[src/rtl/arp_engine.sv]
// arp_engine: ARP responder and gratuitous announcer for NUM_IP local IPv4 slots behind one MAC
module arp_engine #(
  parameter int NUM_IP          = 4,
  parameter int ANNOUNCE_PERIOD = 0,
  parameter int CNT_W           = 16,
  parameter int FRAME_LEN       = 60
) (
  input  logic                 clk,
  input  logic                 reset,
  input  logic [47:0]          my_hwaddr,
  input  logic [32*NUM_IP-1:0] my_ip,
  input  logic [NUM_IP-1:0]    ip_en,
  input  logic                 announce_req,
  input  logic                 rx_vld,
  input  logic                 rx_last,
  input  logic                 rx_err,
  input  logic                 rx_crc_ok,
  input  logic                 rx_busy,
  input  logic [10:0]          rx_addr,
  input  logic [7:0]           rx_data,
  output logic                 tx_req,
  output logic [10:0]          tx_count,
  input  logic                 tx_grant,
  input  logic [10:0]          tx_addr,
  input  logic                 tx_adv,
  input  logic                 tx_last,
  output logic [7:0]           tx_data,
  output logic                 count_arp,
  output logic [CNT_W-1:0]     stat_rx_req,
  output logic [CNT_W-1:0]     stat_tx_reply,
  output logic [CNT_W-1:0]     stat_tx_ann
);
  localparam int IW = NUM_IP > 1 ? $clog2(NUM_IP) : 1;
  localparam int TW = ANNOUNCE_PERIOD > 1 ? $clog2(ANNOUNCE_PERIOD) : 1;
  localparam logic [TW-1:0] T_MAX = TW'(ANNOUNCE_PERIOD > 0 ? ANNOUNCE_PERIOD - 1 : 0);
  localparam logic [3:0] S_IDLE  = 4'b0001;
  localparam logic [3:0] S_CHECK = 4'b0010;
  localparam logic [3:0] S_ARB   = 4'b0100;
  localparam logic [3:0] S_SEND  = 4'b1000;

  logic [3:0]        state_q, state_d;
  logic              rep_q, rep_d, hdr_ok_q, hdr_ok_d, err_q, err_d;
  logic [IW-1:0]     idx_q, idx_d;
  logic [NUM_IP-1:0] match_q, match_d, pend_q, pend_d, ip_en_q, busy_mask;
  logic [47:0]       smac_q, smac_d, mac_sh_q, mac_sh_d;
  logic [31:0]       sip_q, sip_d, ip_sh_q, ip_sh_d;
  logic [7:0]        tx_data_q, tx_data_d;
  logic              count_arp_q, count_arp_d, load, hdr_bad, tmr_exp;
  logic [CNT_W-1:0]  rx_cnt_q, rx_cnt_d, rep_cnt_q, rep_cnt_d, ann_cnt_q, ann_cnt_d;
  logic [TW-1:0]     timer_q, timer_d;
  int                rx_a;

  function automatic logic [7:0] byte_of(input logic [47:0] v, input int n, input int i);
    return 8'(v >> (8 * (n - 1 - i)));
  endfunction

  function automatic logic [7:0] hdr_byte(input int i, input logic rep);
    logic [79:0] h;
    h = {72'h080600010800060400, rep ? 8'h02 : 8'h01};
    return 8'(h >> (8 * (9 - i)));
  endfunction

  function automatic logic [7:0] tx_byte(input int a, input logic rep, input logic [47:0] mac,
                                         input logic [31:0] ip, input logic [47:0] smac,
                                         input logic [31:0] sip);
    if (a < 6)  return rep ? byte_of(smac, 6, a) : 8'hFF;
    if (a < 12) return byte_of(mac, 6, a - 6);
    if (a < 22) return hdr_byte(a - 12, rep);
    if (a < 28) return byte_of(mac, 6, a - 22);
    if (a < 32) return byte_of({16'h0, ip}, 4, a - 28);
    if (a < 38) return rep ? byte_of(smac, 6, a - 32) : 8'h00;
    if (a < 42) return byte_of({16'h0, rep ? sip : ip}, 4, a - 38);
    return 8'h00;
  endfunction

  function automatic logic [IW-1:0] lowest(input logic [NUM_IP-1:0] v);
    lowest = '0;
    for (int k = NUM_IP - 1; k >= 0; k--) if (v[k]) lowest = IW'(k);
  endfunction

  function automatic logic [CNT_W-1:0] sat(input logic [CNT_W-1:0] c);
    return &c ? c : c + 1'b1;
  endfunction

  assign rx_a = int'(rx_addr);
  assign hdr_bad = (rx_a < 6 && rx_data != 8'hFF && rx_data != byte_of(my_hwaddr, 6, rx_a)) ||
                   ((rx_a == 12 || rx_a == 13 || rx_a == 16 || rx_a == 17 || rx_a == 20 || rx_a == 21) &&
                    rx_data != hdr_byte(rx_a - 12, 1'b0));
  assign busy_mask = (state_q == S_ARB || state_q == S_SEND) ? NUM_IP'(1) << idx_q : '0;
  assign tmr_exp = ANNOUNCE_PERIOD != 0 && timer_q == T_MAX;
  assign timer_d = (ANNOUNCE_PERIOD == 0 || tmr_exp) ? '0 : timer_q + 1'b1;

  always_comb begin
    state_d     = state_q;
    rep_d       = rep_q;
    idx_d       = idx_q;
    hdr_ok_d    = hdr_ok_q;
    err_d       = err_q;
    match_d     = match_q;
    smac_d      = smac_q;
    sip_d       = sip_q;
    mac_sh_d    = mac_sh_q;
    ip_sh_d     = ip_sh_q;
    tx_data_d   = 8'h00;
    count_arp_d = 1'b0;
    rx_cnt_d    = rx_cnt_q;
    rep_cnt_d   = rep_cnt_q;
    ann_cnt_d   = ann_cnt_q;
    load        = 1'b0;
    pend_d      = pend_q & ~(ip_en_q & ~ip_en & ~busy_mask);
    if (state_q == S_IDLE) begin
      hdr_ok_d = 1'b1;
      err_d    = 1'b0;
      match_d  = '0;
      if (rx_busy) state_d = S_CHECK;
      else if (|pend_q) begin
        state_d = S_ARB;
        rep_d   = 1'b0;
        idx_d   = lowest(pend_q);
        load    = 1'b1;
      end
    end else if (state_q == S_CHECK) begin
      if (rx_vld) begin
        hdr_ok_d = hdr_ok_q & ~hdr_bad;
        err_d    = err_q | rx_err;
        // a slot only counts as matched if all four target-IP bytes were seen and equal
        if (rx_a >= 38 && rx_a < 42)
          for (int k = 0; k < NUM_IP; k++)
            match_d[k] = ip_en[k] && rx_data == byte_of({16'h0, my_ip[32*k +: 32]}, 4, rx_a - 38) &&
                         (rx_a == 38 || match_q[k]);
        if (rx_a >= 6 && rx_a < 12) smac_d[8*(11-rx_a) +: 8] = rx_data;
        if (rx_a >= 28 && rx_a < 32) sip_d[8*(31-rx_a) +: 8] = rx_data;
        if (rx_last) begin
          if (rx_crc_ok && !err_d && hdr_ok_d && |match_d) begin
            state_d     = S_ARB;
            rep_d       = 1'b1;
            idx_d       = lowest(match_d);
            load        = 1'b1;
            count_arp_d = 1'b1;
            rx_cnt_d    = sat(rx_cnt_q);
          end else state_d = S_IDLE;
        end
      end
    end else if (state_q == S_ARB) begin
      if (tx_grant) state_d = S_SEND;
    end else if (state_q == S_SEND) begin
      if (tx_last) begin
        state_d = S_IDLE;
        if (rep_q) rep_cnt_d = sat(rep_cnt_q);
        else begin
          ann_cnt_d     = sat(ann_cnt_q);
          pend_d[idx_q] = 1'b0;
        end
      end else tx_data_d = tx_adv ? tx_byte(int'(tx_addr), rep_q, mac_sh_q, ip_sh_q, smac_q, sip_q) : tx_data_q;
    end
    if (load) begin
      mac_sh_d = my_hwaddr;
      ip_sh_d  = my_ip[32*int'(idx_d) +: 32];
    end
    if (announce_req || tmr_exp) pend_d = pend_d | ip_en;
  end

  always_ff @(posedge clk or posedge reset) begin
    if (reset) begin
      state_q     <= S_IDLE;
      rep_q       <= 1'b0;
      idx_q       <= '0;
      hdr_ok_q    <= 1'b0;
      err_q       <= 1'b0;
      match_q     <= '0;
      smac_q      <= '0;
      sip_q       <= '0;
      mac_sh_q    <= '0;
      ip_sh_q     <= '0;
      tx_data_q   <= '0;
      count_arp_q <= 1'b0;
      rx_cnt_q    <= '0;
      rep_cnt_q   <= '0;
      ann_cnt_q   <= '0;
      pend_q      <= '0;
      ip_en_q     <= '0;
      timer_q     <= '0;
    end else begin
      state_q     <= state_d;
      rep_q       <= rep_d;
      idx_q       <= idx_d;
      hdr_ok_q    <= hdr_ok_d;
      err_q       <= err_d;
      match_q     <= match_d;
      smac_q      <= smac_d;
      sip_q       <= sip_d;
      mac_sh_q    <= mac_sh_d;
      ip_sh_q     <= ip_sh_d;
      tx_data_q   <= tx_data_d;
      count_arp_q <= count_arp_d;
      rx_cnt_q    <= rx_cnt_d;
      rep_cnt_q   <= rep_cnt_d;
      ann_cnt_q   <= ann_cnt_d;
      pend_q      <= pend_d;
      ip_en_q     <= ip_en;
      timer_q     <= timer_d;
    end
  end

  assign tx_req        = state_q == S_ARB;
  assign tx_count      = tx_req ? 11'(FRAME_LEN) : 11'd0;
  assign tx_data       = tx_data_q;
  assign count_arp     = count_arp_q;
  assign stat_rx_req   = rx_cnt_q;
  assign stat_tx_reply = rep_cnt_q;
  assign stat_tx_ann   = ann_cnt_q;
endmodule

[config.mk]
export PLATFORM = sky130hd
export DESIGN_NAME = arp_engine
export DESIGN_NICKNAME = d
export VERILOG_FILES = /design/src/rtl/arp_engine.sv
export SDC_FILE = /design/constraint.sdc
export NUM_CORES = 1
export LEC_CHECK = 0
export BUFFER_PORTS_ARGS = -buffer_cell sky130_fd_sc_hd__buf_2
export CORE_MARGIN = 10
export CORE_UTILIZATION = 33
export CTS_BUF_LIST = sky130_fd_sc_hd__clkbuf_8
export DETAILED_ROUTE_END_ITERATION = 8
export SETUP_SLACK_MARGIN = 0.15
export SLEW_MARGIN = 0
export SYNTH_ARGS = -nofsm -noshare
export SYNTH_HDL_FRONTEND = slang
export SYNTH_SLANG_ARGS = --single-unit
[constraint.sdc]
create_clock -name clk -period 11.4 [get_ports clk]
set_input_delay 3.42 -clock clk [delete_from_list [all_inputs] [get_ports clk]]
set_output_delay 3.42 -clock clk [all_outputs]
set_load 0.05 [all_outputs]
# Word-level counts from Yosys, hierarchy flattened

Cells that the tools add are included.

Bits in registers: 238
Bits of input ports: 221
Logic and storage cells: 337
Output and inout bits: 69

Equal/unequal tests: 25
Add/sub/neg operators: 25
Bitwise logic cells: 19
Shift-type cells: 19
Reductions and logical operators: 49
Mux-type cells: 167
$lt $le $gt $ge: 16

Operators by type and width:

| operator                  | number |
|---|---|
| $mux W8                   | 35 |
| $shr A48 B32 Y8           | 5 |
| $shr A32 B32 Y8           | 6 |
| $shiftx A128 B8 Y32       | 1 |
| $mux W4                   | 25 |
| $mux W1                   | 85 |
| $shr A76 B32 Y8           | 1 |
| $shr A76 B32 Y8 const A   | 1 |
| $neg A15 Y33              | 2 |
| $lt A11 B6 Y1 const B     | 5 |
| $add A16 B1 Y16 const B   | 3 |
| $bwmux W48                | 1 |
| $reduce_and A16 Y1        | 3 |
| $shift A8 B33 Y48 const A | 1 |
| $shiftx A8 B33 Y48        | 1 |
| $eq A11 B6 Y1 const B     | 4 |
| $sub A3 B12 Y13 const A   | 3 |
| $sub A4 B12 Y13 const A   | 3 |
| $sub A11 B6 Y12 const B   | 3 |
| $shift A8 B33 Y32 const A | 1 |
| $shiftx A8 B33 Y32        | 1 |
| $bwmux W32                | 1 |
| $eq A8 B8 Y1              | 4 |
| $mux W2                   | 16 |
| other kinds (50)          | 109 |

# Depth between registers and ports, before layout

Depth after elaboration: 71
Depth in mapped cells: 25
Gate-level depth less buffers: 18

# Least setup slack after synthesis

No wires, ideal clock.

Kind: input-to-reg
Start point: input rx_addr[1]
End point: register ip_sh_q[20]
Data required time: 11.264 ns
Buffers on the path: 8
Setup time: 0.136 ns
Stages: 24
Path slack: 2.532 ns
Arrival: 8.732 ns
Cells stage by stage: clkbuf_1 -> buf_4 -> buf_2 -> buf_2 -> buf_2 -> inv_1 -> ha_1 -> clkbuf_1 -> clkinv_1 -> ha_1 -> xnor3_1 -> a21oi_1 -> a32oi_1 -> a211o_1 -> clkbuf_1 -> nand2_1 -> a211o_1 -> o31ai_1 -> nand2b_4 -> a41oi_4 -> inv_2 -> buf_6 -> a2111oi_2 -> a211oi_2

Word-level cells in the longest chain between the ends: 20
Elaborated cells on any way between the ends: 73
Those cells by class: 5 x add/sub; 3 x order compare; 13 x eq/ne; 7 x shift; 18 x mux; 2 x bitwise; 25 x reduce/logical

RTL lines:

| item                              | RTL line | source |
|---|---|---|
| from (decl)                       | 19       | `input logic [10:0] rx_addr,` |
| $sub A11 B6 Y12                   | 129      | `match_d[k] = ip_en[k] && rx_data == byte_of({16'h0, my_ip[32*k +: 32]}, 4, rx_a - 38) &&` |
| $sub A3 B12 Y13                   | 54       | `return 8'(v >> (8 * (n - 1 - i)));` |
| $shr A32 B32 Y8                   | 54       |  |
| $eq A8 B8 Y1                      | 129      |  |
| $logic_and A1 B1 Y1 (2 in series) | 129      |  |
| $mux W4                           | 127      | `if (rx_a >= 38 && rx_a < 42)` |
| $mux W4                           | 123      | `if (rx_vld) begin` |
| $mux W4                           | 122      | `end else if (state_q == S_CHECK) begin` |
| $mux W4                           | 111      | `if (state_q == S_IDLE) begin` |
| $mux W2 (4 in series)             | 78       | `for (int k = NUM_IP - 1; k >= 0; k--) if (v[k]) lowest = IW'(k);` |
| $mux W2                           | 134      | `if (rx_crc_ok && !err_d && hdr_ok_d && \|match_d) begin` |
| $mux W2                           | 133      | `if (rx_last) begin` |
| $mux W2                           | 123      |  |
| $mux W2                           | 122      |  |
| $mux W2                           | 111      |  |
| $shiftx A128 B8 Y32               | 158      | `ip_sh_d = my_ip[32*int'(idx_d) +: 32];` |
| to (signal assigned)              | 193      | `ip_sh_q <= ip_sh_d;` |
| to (decl)                         | 46       | `logic [31:0] sip_q, sip_d, ip_sh_q, ip_sh_d;` |

Several ways; a longest one is shown, not always the timed one. The select of a mux whose other input is x is not followed.
A chain may end at the register's enable or synchronous reset.

# Worst setup path in the final report

Start point: input rx_addr[3]
End point: register ip_sh_q[5]

Same word-level chain as after synthesis.

==> impl_metrics.env <==
export IMPL_status="complete, no violations"
export IMPL_critPathLaunchType="primary input"
export IMPL_yosysWarnings=0
export IMPL_fp_dieH_um=254
export IMPL_most_common_layout_cells="nand2_1, buf_2, dfrtp_1"
export IMPL_layout_min_cycle_time_ns=8.84
export IMPL_cts_sinks=238
export IMPL_grt_pass1_wl_um=101000
export IMPL_tightest_slew_ns=1.22
export IMPL_hpwl_um=49900
export IMPL_ys_seq_area_frac=0.330
export IMPL_power_mw=2.94
export IMPL_cts_htree_levels=2
export IMPL_cts_root_buffer_cell="clkbuf_8"
export IMPL_port_buffers=282
export IMPL_stdcell_area_mm2=0.0207
export IMPL_globalplace_congestion=0.909
export IMPL_viasPerCell=5.72
export IMPL_final_cells=2950
export IMPL_end_kind="flip-flop"
export IMPL_p_per_area_mw_per_mm2=142
export IMPL_antenna_found_initial=7
export IMPL_required_ns=11.89
export IMPL_yosys_area_top_type="dfrtp_1"
export IMPL_grt_overflow=0
export IMPL_postPlaceCellArea_mm2=0.0198
export IMPL_synthCells=2017
export IMPL_drt_wirelength_per_cell_um=22.3
export IMPL_final_common_cell="nand2_1"
export IMPL_drv_cap=0
export IMPL_dr_max_layer_used="met5"
export IMPL_fin_crit_sh=0.775
export IMPL_die_area_mm2=0.0645
export IMPL_p_int_mw=1.82
export IMPL_syn_to_final_growth_pct=14.6
export IMPL_hold_viol=0
export IMPL_numCtsBuffers=44
export IMPL_drive_above_1_share=0.235
export IMPL_tritoncts="built"
export IMPL_cp_arrival_ns=9.33
export IMPL_clk_latency_ns=0.63
export IMPL_nets=2482
export IMPL_clock_skew_final_ns=0.0419
export IMPL_setup_violations=0
export IMPL_num_fill_cells=5479
export IMPL_hold_buffers=0
export IMPL_wl_met3_um=4900
export IMPL_combPwrFrac=0.336
export IMPL_start_util=0.335
export IMPL_die_w_um=254
export IMPL_rows=85
export IMPL_postCtsSetupRepairBufs=0
export IMPL_routed_wl_um=65800
export IMPL_grt_pass1_vias=17000
export IMPL_via_count=16900
export IMPL_clk_path_buf_depth=3
export IMPL_p_leak_nw=9.05
export IMPL_cp_max_fo=51
export IMPL_grt_usage=0.198
export IMPL_criticalPathCategory="in2reg"
export IMPL_pin_count=290
export IMPL_wl_met1_um=28100
export IMPL_path_clk_slew_ns=0.06
export IMPL_synth_edf_count=0
export IMPL_dr_first_iter_drc_count=1257
export IMPL_fp_coreArea_mm2=0.0540
export IMPL_synth_seq_cells=238
export IMPL_postSynthAreaPerCell_um2=8.96
export IMPL_grt_max_degree=115
export IMPL_detail_route_first_pass_iterations=6
export IMPL_ys_top_cells_by_area="dfrtp_1, mux4_2, nand2_1, mux2i_1, xnor2_1"
export IMPL_slew_viol_final=0
export IMPL_hp_class="reg2reg"
export IMPL_rsz0062_at_grt="false"
export IMPL_seq_power_share=0.377
export IMPL_async_reset_ff_frac=1.00
export IMPL_clockPowerShare=0.287
export IMPL_synth_main_ff_cell="dfrtp_1"
export IMPL_synth_top_area_frac=0.328
export IMPL_switching_share=0.381
export IMPL_postCtsResizedCells=0
export IMPL_placedCellCount=2875
export IMPL_wl_met2_um=31600
export IMPL_ant_nets=0
export IMPL_drc=0
export IMPL_tns_ns=0
export IMPL_peakVddDrop_mv=0.0988
export IMPL_syn_area_mm2=0.0181
export IMPL_netSwitchingPower_mw=1.12
export IMPL_yosys_cell_types_count=102
export IMPL_clock_fmax_mhz=113
export IMPL_max_slew_margin=0.176
per-layer routing:
layer	track usage	vias to the layer above
li1	-	7801
met1	0.257	8323
met2	0.330	645
met3	0.0462	96
met4	0.0428	10
met5	0	-
worst max-delay path, cell delays in order:
cell and delay (ns):
buf_2 0.22, inv_1 0.20, ha_1 0.36, nor2b_1 0.36
o21ai_1 0.15, nor4_1 0.95, o41ai_1 0.27, a21oi_1 0.22
a22oi_1 0.08, a211oi_1 0.68, or4_1 0.42, a21oi_2 0.11
nor2_4 0.85, buf_4 0.63, a2111oi_2 0.10, a211oi_1 0.25
cells in the mapped netlist (all sizes together) (22+ instances only):
| master | count |
|---|---|
| a2111oi | 40 |
| a211oi | 44 |
| a21oi | 67 |
| and2 | 39 |
| buf | 64 |
| clkbuf | 80 |
| dfrtp | 237 |
| ha | 36 |
| inv | 49 |
| mux2i | 79 |
| mux4 | 72 |
| nand2 | 372 |
| nand3 | 47 |
| nand4 | 29 |
| nor2 | 165 |
| nor3 | 43 |
| o21ai | 133 |
| xnor2 | 84 |
| xor2 | 22 |
path summary, 6_finish.rpt:
check	startpoint	cells after the start	slack, ns	end
setup / recovery	rx_addr[3]	16	2.56	ip_sh_q[5]$_DFFE_PP0P_
hold / removal	mac_sh_q[3]$_DFFE_PP0P_	2	0.46	mac_sh_q[3]$_DFFE_PP0P_
setup reg to reg	state_q[3]$_DFFE_PP0P_	9	7.23	ip_sh_q[29]$_DFFE_PP0P_
hold reg to reg	mac_sh_q[3]$_DFFE_PP0P_	2	0.46	mac_sh_q[3]$_DFFE_PP0P_
max in group asynchronous	reset	3	6.90	ip_sh_q[2]$_DFFE_PP0P_
min in group asynchronous	reset	2	2.92	stat_tx_reply[5]$_DFFE_PP0P_
kinds of logic (layout without fill, tap and decap cells):
group                    Yosys count  count (layout)  share of synthesized area
XOR/XNOR                         107             107                     0.0526
adder cells (fa/ha/maj)           37              37                     0.0255
buffers and inverters            197             427                     0.0505
AND/OR/NAND/NOR                  819             819                      0.210
multiplexers                     166             166                      0.143
AO/OA/AOI/OAI                    452             452                      0.189
other                              1               8                   0.000207
flip-flops                       238             238                      0.330
registers in the layout, indices dropped and copies added (netlist names), 4 cells and up:
register,count
stat_rx_req,16
pend_q,4
ip_en_q,4
ip_sh_q,32
stat_tx_ann,16
sip_q,32
tx_data,8
mac_sh_q,48
state_q,4
stat_tx_reply,16
smac_q,48
match_q,4
power groups by stage:
stage	registers (mW)	clock network, mW	logic, mW
finish	1.11	0.843	0.987
global route	1.13	0.898	1.08
CTS	1.11	0.858	0.983
detailed placement	1.12	0	0.979
global placement	1.11	0	0.959
floorplan	1.10	0	0.700
cell type report:
cell class                 instances  area [µm²]  share of cell area
antenna                            1        2.50            0.000121
tap                              696         871              0.0420
inverter                          53         206             0.00996
clock inverter                    18         114             0.00549
timing repair buffer             300        1550              0.0749
clock buffer                      56         771              0.0372
sequential                       238        5960               0.287
multi-input combinational       1588       11300               0.543
through the flow:
stage | setup slack [ns] | hold slack [ns] | utilization
CTS | 2.68 | 0.467 | 0.384
floorplan | 1.45 | 0.433 | -
detailed placement | 2.11 | 0.454 | 0.367
finish | 2.56 | 0.463 | 0.384
global route | 2.30 | 0.492 | 0.384
global placement | 2.16 | 0.443 | 0.367
Note: power is estimated with default switching activity, not from simulation.
